==> src/rtl/core_pkg.sv <==
// Shared encodings for the RV32I execute stage: control-op codes, branch
// funct3 values and the branch-resolve FSM state type.
package core_pkg;

    localparam logic [1:0] OP_NONE = 2'b00;
    localparam logic [1:0] OP_BR   = 2'b01;
    localparam logic [1:0] OP_JAL  = 2'b10;
    localparam logic [1:0] OP_JALR = 2'b11;

    localparam logic [2:0] F3_BEQ  = 3'b000;
    localparam logic [2:0] F3_BNE  = 3'b001;
    localparam logic [2:0] F3_BLT  = 3'b100;
    localparam logic [2:0] F3_BGE  = 3'b101;
    localparam logic [2:0] F3_BLTU = 3'b110;
    localparam logic [2:0] F3_BGEU = 3'b111;

    typedef enum logic {
        ST_RUN,
        ST_SQUASH
    } resolveState_t;

    // funct3 010/011 carry no branch condition in RV32I
    function automatic logic isIllegalF3(input logic [2:0] f3);
        return (f3[2:1] == 2'b01);
    endfunction

endpackage

==> src/rtl/branch_resolve.sv <==
// Execute-stage branch/jump resolution: condition and target evaluation, a
// one-entry registered output stage, fetch redirect/trap pulses and wrong-path squash.
module branch_resolve
    import core_pkg::*;
#(
    parameter int XLEN       = 32,
    parameter int KILL_SLOTS = 2
) (
    input  logic            clk,
    input  logic            rst_n,
    input  logic            in_valid,
    output logic            in_ready,
    input  logic [XLEN-1:0] in_pc,
    input  logic [XLEN-1:0] in_imm,
    input  logic [XLEN-1:0] in_rs1,
    input  logic [XLEN-1:0] in_rs2,
    input  logic [2:0]      in_funct3,
    input  logic [1:0]      in_op,
    output logic [XLEN-1:0] cmp_a,
    output logic [XLEN-1:0] cmp_b,
    output logic            cmp_umod,
    input  logic            cmp_less,
    output logic            out_valid,
    input  logic            out_ready,
    output logic            out_taken,
    output logic [XLEN-1:0] out_link,
    output logic            redirect_valid,
    output logic [XLEN-1:0] redirect_pc,
    output logic            trap_valid,
    output logic [XLEN-1:0] trap_tval
);

    localparam logic [2:0]      KILL_LOAD = 3'(KILL_SLOTS);
    localparam logic [XLEN-1:0] ALIGN_MASK = {{(XLEN-1){1'b1}}, 1'b0};

    resolveState_t state, nextState;
    logic [2:0] killCnt, nextKillCnt;

    logic            isEqual;
    logic            condMet;
    logic            illegalBr;
    logic            taken;
    logic            misaligned;
    logic            doRedirect;
    logic            doTrap;
    logic [XLEN-1:0] target;
    logic [XLEN-1:0] trapValue;
    logic [XLEN-1:0] linkPc;
    logic            accept;

    assign cmp_a    = in_rs1;
    assign cmp_b    = in_rs2;
    assign cmp_umod = in_funct3[1];

    always_comb begin
        isEqual    = (in_rs1 == in_rs2);
        condMet    = 1'b0;
        illegalBr  = (in_op == OP_BR) && isIllegalF3(in_funct3);
        target     = in_pc + in_imm;
        taken      = 1'b0;
        linkPc     = in_pc + XLEN'(4);

        case (in_funct3)
            F3_BEQ:           condMet = isEqual;
            F3_BNE:           condMet = !isEqual;
            F3_BLT, F3_BLTU:  condMet = cmp_less;
            F3_BGE, F3_BGEU:  condMet = !cmp_less;
            default:          condMet = 1'b0;
        endcase

        case (in_op)
            OP_BR:   taken = condMet && !illegalBr;
            OP_JAL:  taken = 1'b1;
            OP_JALR: begin
                taken  = 1'b1;
                target = (in_rs1 + in_imm) & ALIGN_MASK;
            end
            default: taken = 1'b0;
        endcase

        misaligned = taken && target[1];
        doRedirect = taken && !target[1];
        doTrap     = illegalBr || misaligned;
        trapValue  = illegalBr ? in_pc : target;
    end

    // In SQUASH every beat is swallowed, so the block always looks ready
    always_comb begin
        nextState   = state;
        nextKillCnt = killCnt;
        in_ready    = 1'b1;
        accept      = 1'b0;

        case (state)
            ST_RUN: begin
                in_ready = !out_valid || out_ready;
                accept   = in_valid && in_ready;
                if (accept && (doRedirect || doTrap)) begin
                    nextState   = ST_SQUASH;
                    nextKillCnt = KILL_LOAD;
                end
            end
            ST_SQUASH: begin
                in_ready    = 1'b1;
                nextKillCnt = killCnt - 3'd1;
                if (killCnt <= 3'd1) begin
                    nextState = ST_RUN;
                end
            end
            default: begin
                nextState   = ST_RUN;
                nextKillCnt = 3'd0;
            end
        endcase
    end

    always_ff @(posedge clk or negedge rst_n) begin
        if (!rst_n) begin
            state   <= ST_RUN;
            killCnt <= 3'd0;
        end else begin
            state   <= nextState;
            killCnt <= nextKillCnt;
        end
    end

    // Pulses are raised only by the capturing edge, so a stalled result never re-fires them
    always_ff @(posedge clk or negedge rst_n) begin
        if (!rst_n) begin
            out_valid      <= 1'b0;
            out_taken      <= 1'b0;
            out_link       <= '0;
            redirect_valid <= 1'b0;
            redirect_pc    <= '0;
            trap_valid     <= 1'b0;
            trap_tval      <= '0;
        end else begin
            redirect_valid <= accept && doRedirect;
            trap_valid     <= accept && doTrap;
            if (accept) begin
                out_valid <= 1'b1;
                out_taken <= taken;
                out_link  <= linkPc;
                if (doRedirect) begin
                    redirect_pc <= target;
                end
                if (doTrap) begin
                    trap_tval <= trapValue;
                end
            end else if (out_ready) begin
                out_valid <= 1'b0;
            end
        end
    end

endmodule

==> config.mk <==
export PLATFORM = sky130hd
export DESIGN_NAME = branch_resolve
export DESIGN_NICKNAME = d
export VERILOG_FILES = /design/src/rtl/core_pkg.sv /design/src/rtl/branch_resolve.sv
export SDC_FILE = /design/constraint.sdc
export NUM_CORES = 1
export LEC_CHECK = 0
export CELL_PAD_IN_SITES_DETAIL_PLACEMENT = 0
export CELL_PAD_IN_SITES_GLOBAL_PLACEMENT = 1
export CORE_MARGIN = 2
export CORE_UTILIZATION = 30
export CTS_CLUSTER_DIAMETER = 50
export DETAILED_ROUTE_END_ITERATION = 8
export PLACE_DENSITY_LB_ADDON = 0.05
export SLEW_MARGIN = 40
export SYNTH_ARGS = -nofsm -noshare
export SYNTH_HDL_FRONTEND = slang
export SYNTH_SLANG_ARGS = --single-unit
==> constraint.sdc <==
create_clock -name clk -period 2.1 [get_ports clk]
set_input_delay 0.525 -clock clk [delete_from_list [all_inputs] [get_ports clk]]
set_output_delay 0.525 -clock clk [all_outputs]
set_load 0.005 [all_outputs]
==> impl_results.md <==
* Run status: finished, violations left
* Failing checks: negative setup slack
* Pin count of the biggest net entering global routing at 105
* Reg area at 2603 µm²
* Hold WC Path Type: primary input to async pin
* Clk sinks at 104
* Reg clk slew, reported paths at 0.08 ns
* Cts bufs inserted at 9
* Setup slack after layout at -0.7853 ns
* DRT Pass-1 Iters at 4
* Endpoints failing setup at just over 70
* Ports at around 300
* Site Rows at 62
* DR vias/cell at roughly 4.8
* First-pass GRT wire length at between 50000 and 60000 µm
* Hold-fix buffers at CTS at 0
* Layout overhead on the synthesized area at 88.31%
* Crit start category: primary input
* Synth area leaders: dfrtp_1 30%, ha_1 9.0%, xor2_1 6.7%
* Yosys top cell area share at 29.55%
* Height of the die at ~180 µm
* Vias in the first global route at 9471
* Pre-CTS WS at -1.683 ns
* Fin crit share at 137.4%
* Measured slew at the worst slew-check pin at 0.7476 ns
* DRT Wirelength at between 30000 and 40000 µm
* Worst EP required at 2.36 ns
* Chip width at about 180 µm
* Number of enable flip-flop cells after synthesis at 0
* Main flop type after synthesis: dfrtp_1
* Critical path peak fanout at 7
* Port bufs at 303
* DRT antenna net count at 0
* Share of cells above drive strength 1 at between 40% and 50%
* DR WL/cell at 17.96 µm
* DRC errors left at 0
* Leak at around 0.0074 µW
* Post-synth cell types at 66
* Register area share after synthesis at 29.55%
* GPL Wtd Cong at roughly 0.85
* Final Net Count at 1831
* Placed cells at 1952
* Core area at 28780 µm²
* Min Tclk post-route at 2.885 ns
* RSZ-0062 raised after global routing: true
* Post-synth net total at 1254
* Asr flop ratio synth at 100.0%
* Crit. End Element: register
* Total of max-cap violations at 0
* H-tree levels at 3
* WP data arrival at about 3.1 ns
* Clk root buf: clkbuf_16
* Max Buffers Root-to-Sink at 2
* Initial core utilization at 30.60%
* Largest area contributor in the netlist: dfrtp_1
* Final hold violation count at 0
* Die area at a little over 30000 µm²
* Fin. max-slew vios at 0
* Gr ovfl total at 0
* Vias at 9614
* Synthesized flop and latch total at about 100
* Clk_skew at 0.007018 ns
* PD cells at 745.3 nW/µm²
* # diodes at 0
* WS Path Type: primary input to register
* Fmax at 346.6 MHz
* Worst-Skew Late Latency at 0.35 ns
* Mapped Area at 8806 µm²
* # fillers at roughly 2700
* Cells after Synth at roughly 1100
* Syn Area/Cell at 8.379 µm²
* TritonCTS clock tree: built
* Area of the multi-input gates at about 7200 µm²
* Post-route insts no fill at about 2000
* Global Route Usage Sum at 22.74%
* DP HPWL at about 29000 µm
* Initial DRC Count at between 400 and 500
* VDD IR max at roughly 550 µV
* YS warnings at 0
* Initial antenna violation count at 0
* Rel. slew slack at 49.50%
## worst paths after layout
| path | start | to | slack, ns | cells past startpoint |
|---|---|---|---|---|
| max reg2reg | state | redirect_pc[31] | 0.20 | 7 |
| min | rst_n | out_link[23] | 0.24 | 2 |
| max | in_rs1[6] | redirect_pc[31] | -0.79 | 18 |
| min reg2reg | out_link[19] | out_link[19] | 0.48 | 2 |
| min in group clk | out_link[19] | out_link[19] | 0.48 | 2 |
| max in group asynchronous | rst_n | redirect_pc[1] | 1.42 | 2 |
## layout make-up
class / count / area share [%]
timing repair buffer: 666 / 35.55
inverter: 26 / 0.6338
multi-input combinational: 821 / 43.48
sequential: 104 / 15.69
clock buffer: 10 / 1.441
clock inverter: 6 / 0.3094
tap: 384 / 2.897
## cell usage after synthesis, types with 24 or more instances
cell type,instances
nand2_1,134
dfrtp_1,104
o21ai_0,87
a21oi_1,79
nor2_1,70
buf_4,67
xor2_1,67
ha_1,63
xnor2_1,42
a21o_1,33
inv_1,26
clkbuf_1,24
## power by group
group	internal, µW	leakage [µW]	total, µW	switching [µW]
clock	857	0.000145	1700	840
combinational	4150	0.00602	6950	2800
sequential	2940	0.00127	3710	767
total	7950	0.00743	12400	4400
## critical path, cell delays in order
cell and delay [ns]:
buf_8 0.10, buf_6 0.12, xor2_2 0.14, nor4_2 0.25
buf_4 0.15, nand4_1 0.10, nor2_2 0.16, buf_6 0.14
xnor2_2 0.06, o31ai_2 0.19, a21o_1 0.19, buf_4 0.11
nor3b_4 0.22, buf_6 0.17, buf_12 0.15, buf_8 0.14
nor2_1 0.04, a31oi_1 0.16
## cells by family (layout without fill, tap and decap cells)
kind of cell | count (synthesis) | after routing | share of synthesized area, %
compound gates | 294 | 294 | 21.20
xor+xnor | 109 | 109 | 10.84
fa+ha+maj | 65 | 65 | 9.406
buf+inv | 126 | 708 | 8.340
flops | 104 | 104 | 29.55
mux | 33 | 33 | 3.950
simple gates | 320 | 320 | 16.71
## per-layer routing
layer / wire length, µm / global-route usage (%) / up-vias
met2: 16190 / 35.88 / 263
li1: - / - / 4812
met5: 0 / 0 / -
met1: 17840 / 33.59 / 4520
met4: 522 / 4.722 / 0
met3: 1683 / 2.338 / 19
## registers in the layout (all words and copies together), names as in the netlist
register and flops:
killCnt 3, out_link 32, out_taken 1, out_valid 1, redirect_pc 32, redirect_valid 1, state 1, trap_tval 32
trap_valid 1
## cell usage in the layout (no fill, tap or decap), types with 12 or more instances in the layout
cell type / instances
inv_1: 20
nand2_1: 109
xor2_1: 47
xor2_2: 12
ha_1: 26
clkbuf_2: 42
nand2_2: 18
nor2_4: 13
clkdlybuf4s50_1: 193
mux2i_1: 16
dfrtp_1: 104
o21ai_2: 22
buf_2: 15
o21ai_1: 34
a21oi_1: 32
nand3_1: 18
ha_4: 34
buf_4: 305
a21oi_2: 43
dlygate4sd2_1: 18
nor2_1: 50
mux2_4: 14
o21ai_0: 37
xnor2_1: 39
a21o_1: 33
buf_6: 50
nand2b_1: 14
## per-stage QoR
stage          cell area, µm²  power, µW  utilization (%)  TNS [ns]  hold WS [ns]
2_1_floorplan            9181       5906                -    -26.94        0.2294
3_3_place_gp            14420       9580            50.11   -121.48        0.4605
3_5_place_dp            14420       9664            50.11   -123.84        0.4692
4_1_cts                 15860      11940            55.11    -57.54        0.2698
5_1_grt                 16580      13150            57.62    -58.19        0.2849
6_report                16580      12360            57.62    -49.18        0.2373
## what timing repair did
| action | CTS | global route |
|---|---|---|
| pin swaps | 92 | 126 |
| setup buffers | 30 | 24 |
| gates cloned | 5 | 1 |
| endpoints found under the setup margin | 127 | 82 |
| resized for setup | 381 | 309 |
(Power assumes the default switching activity.)
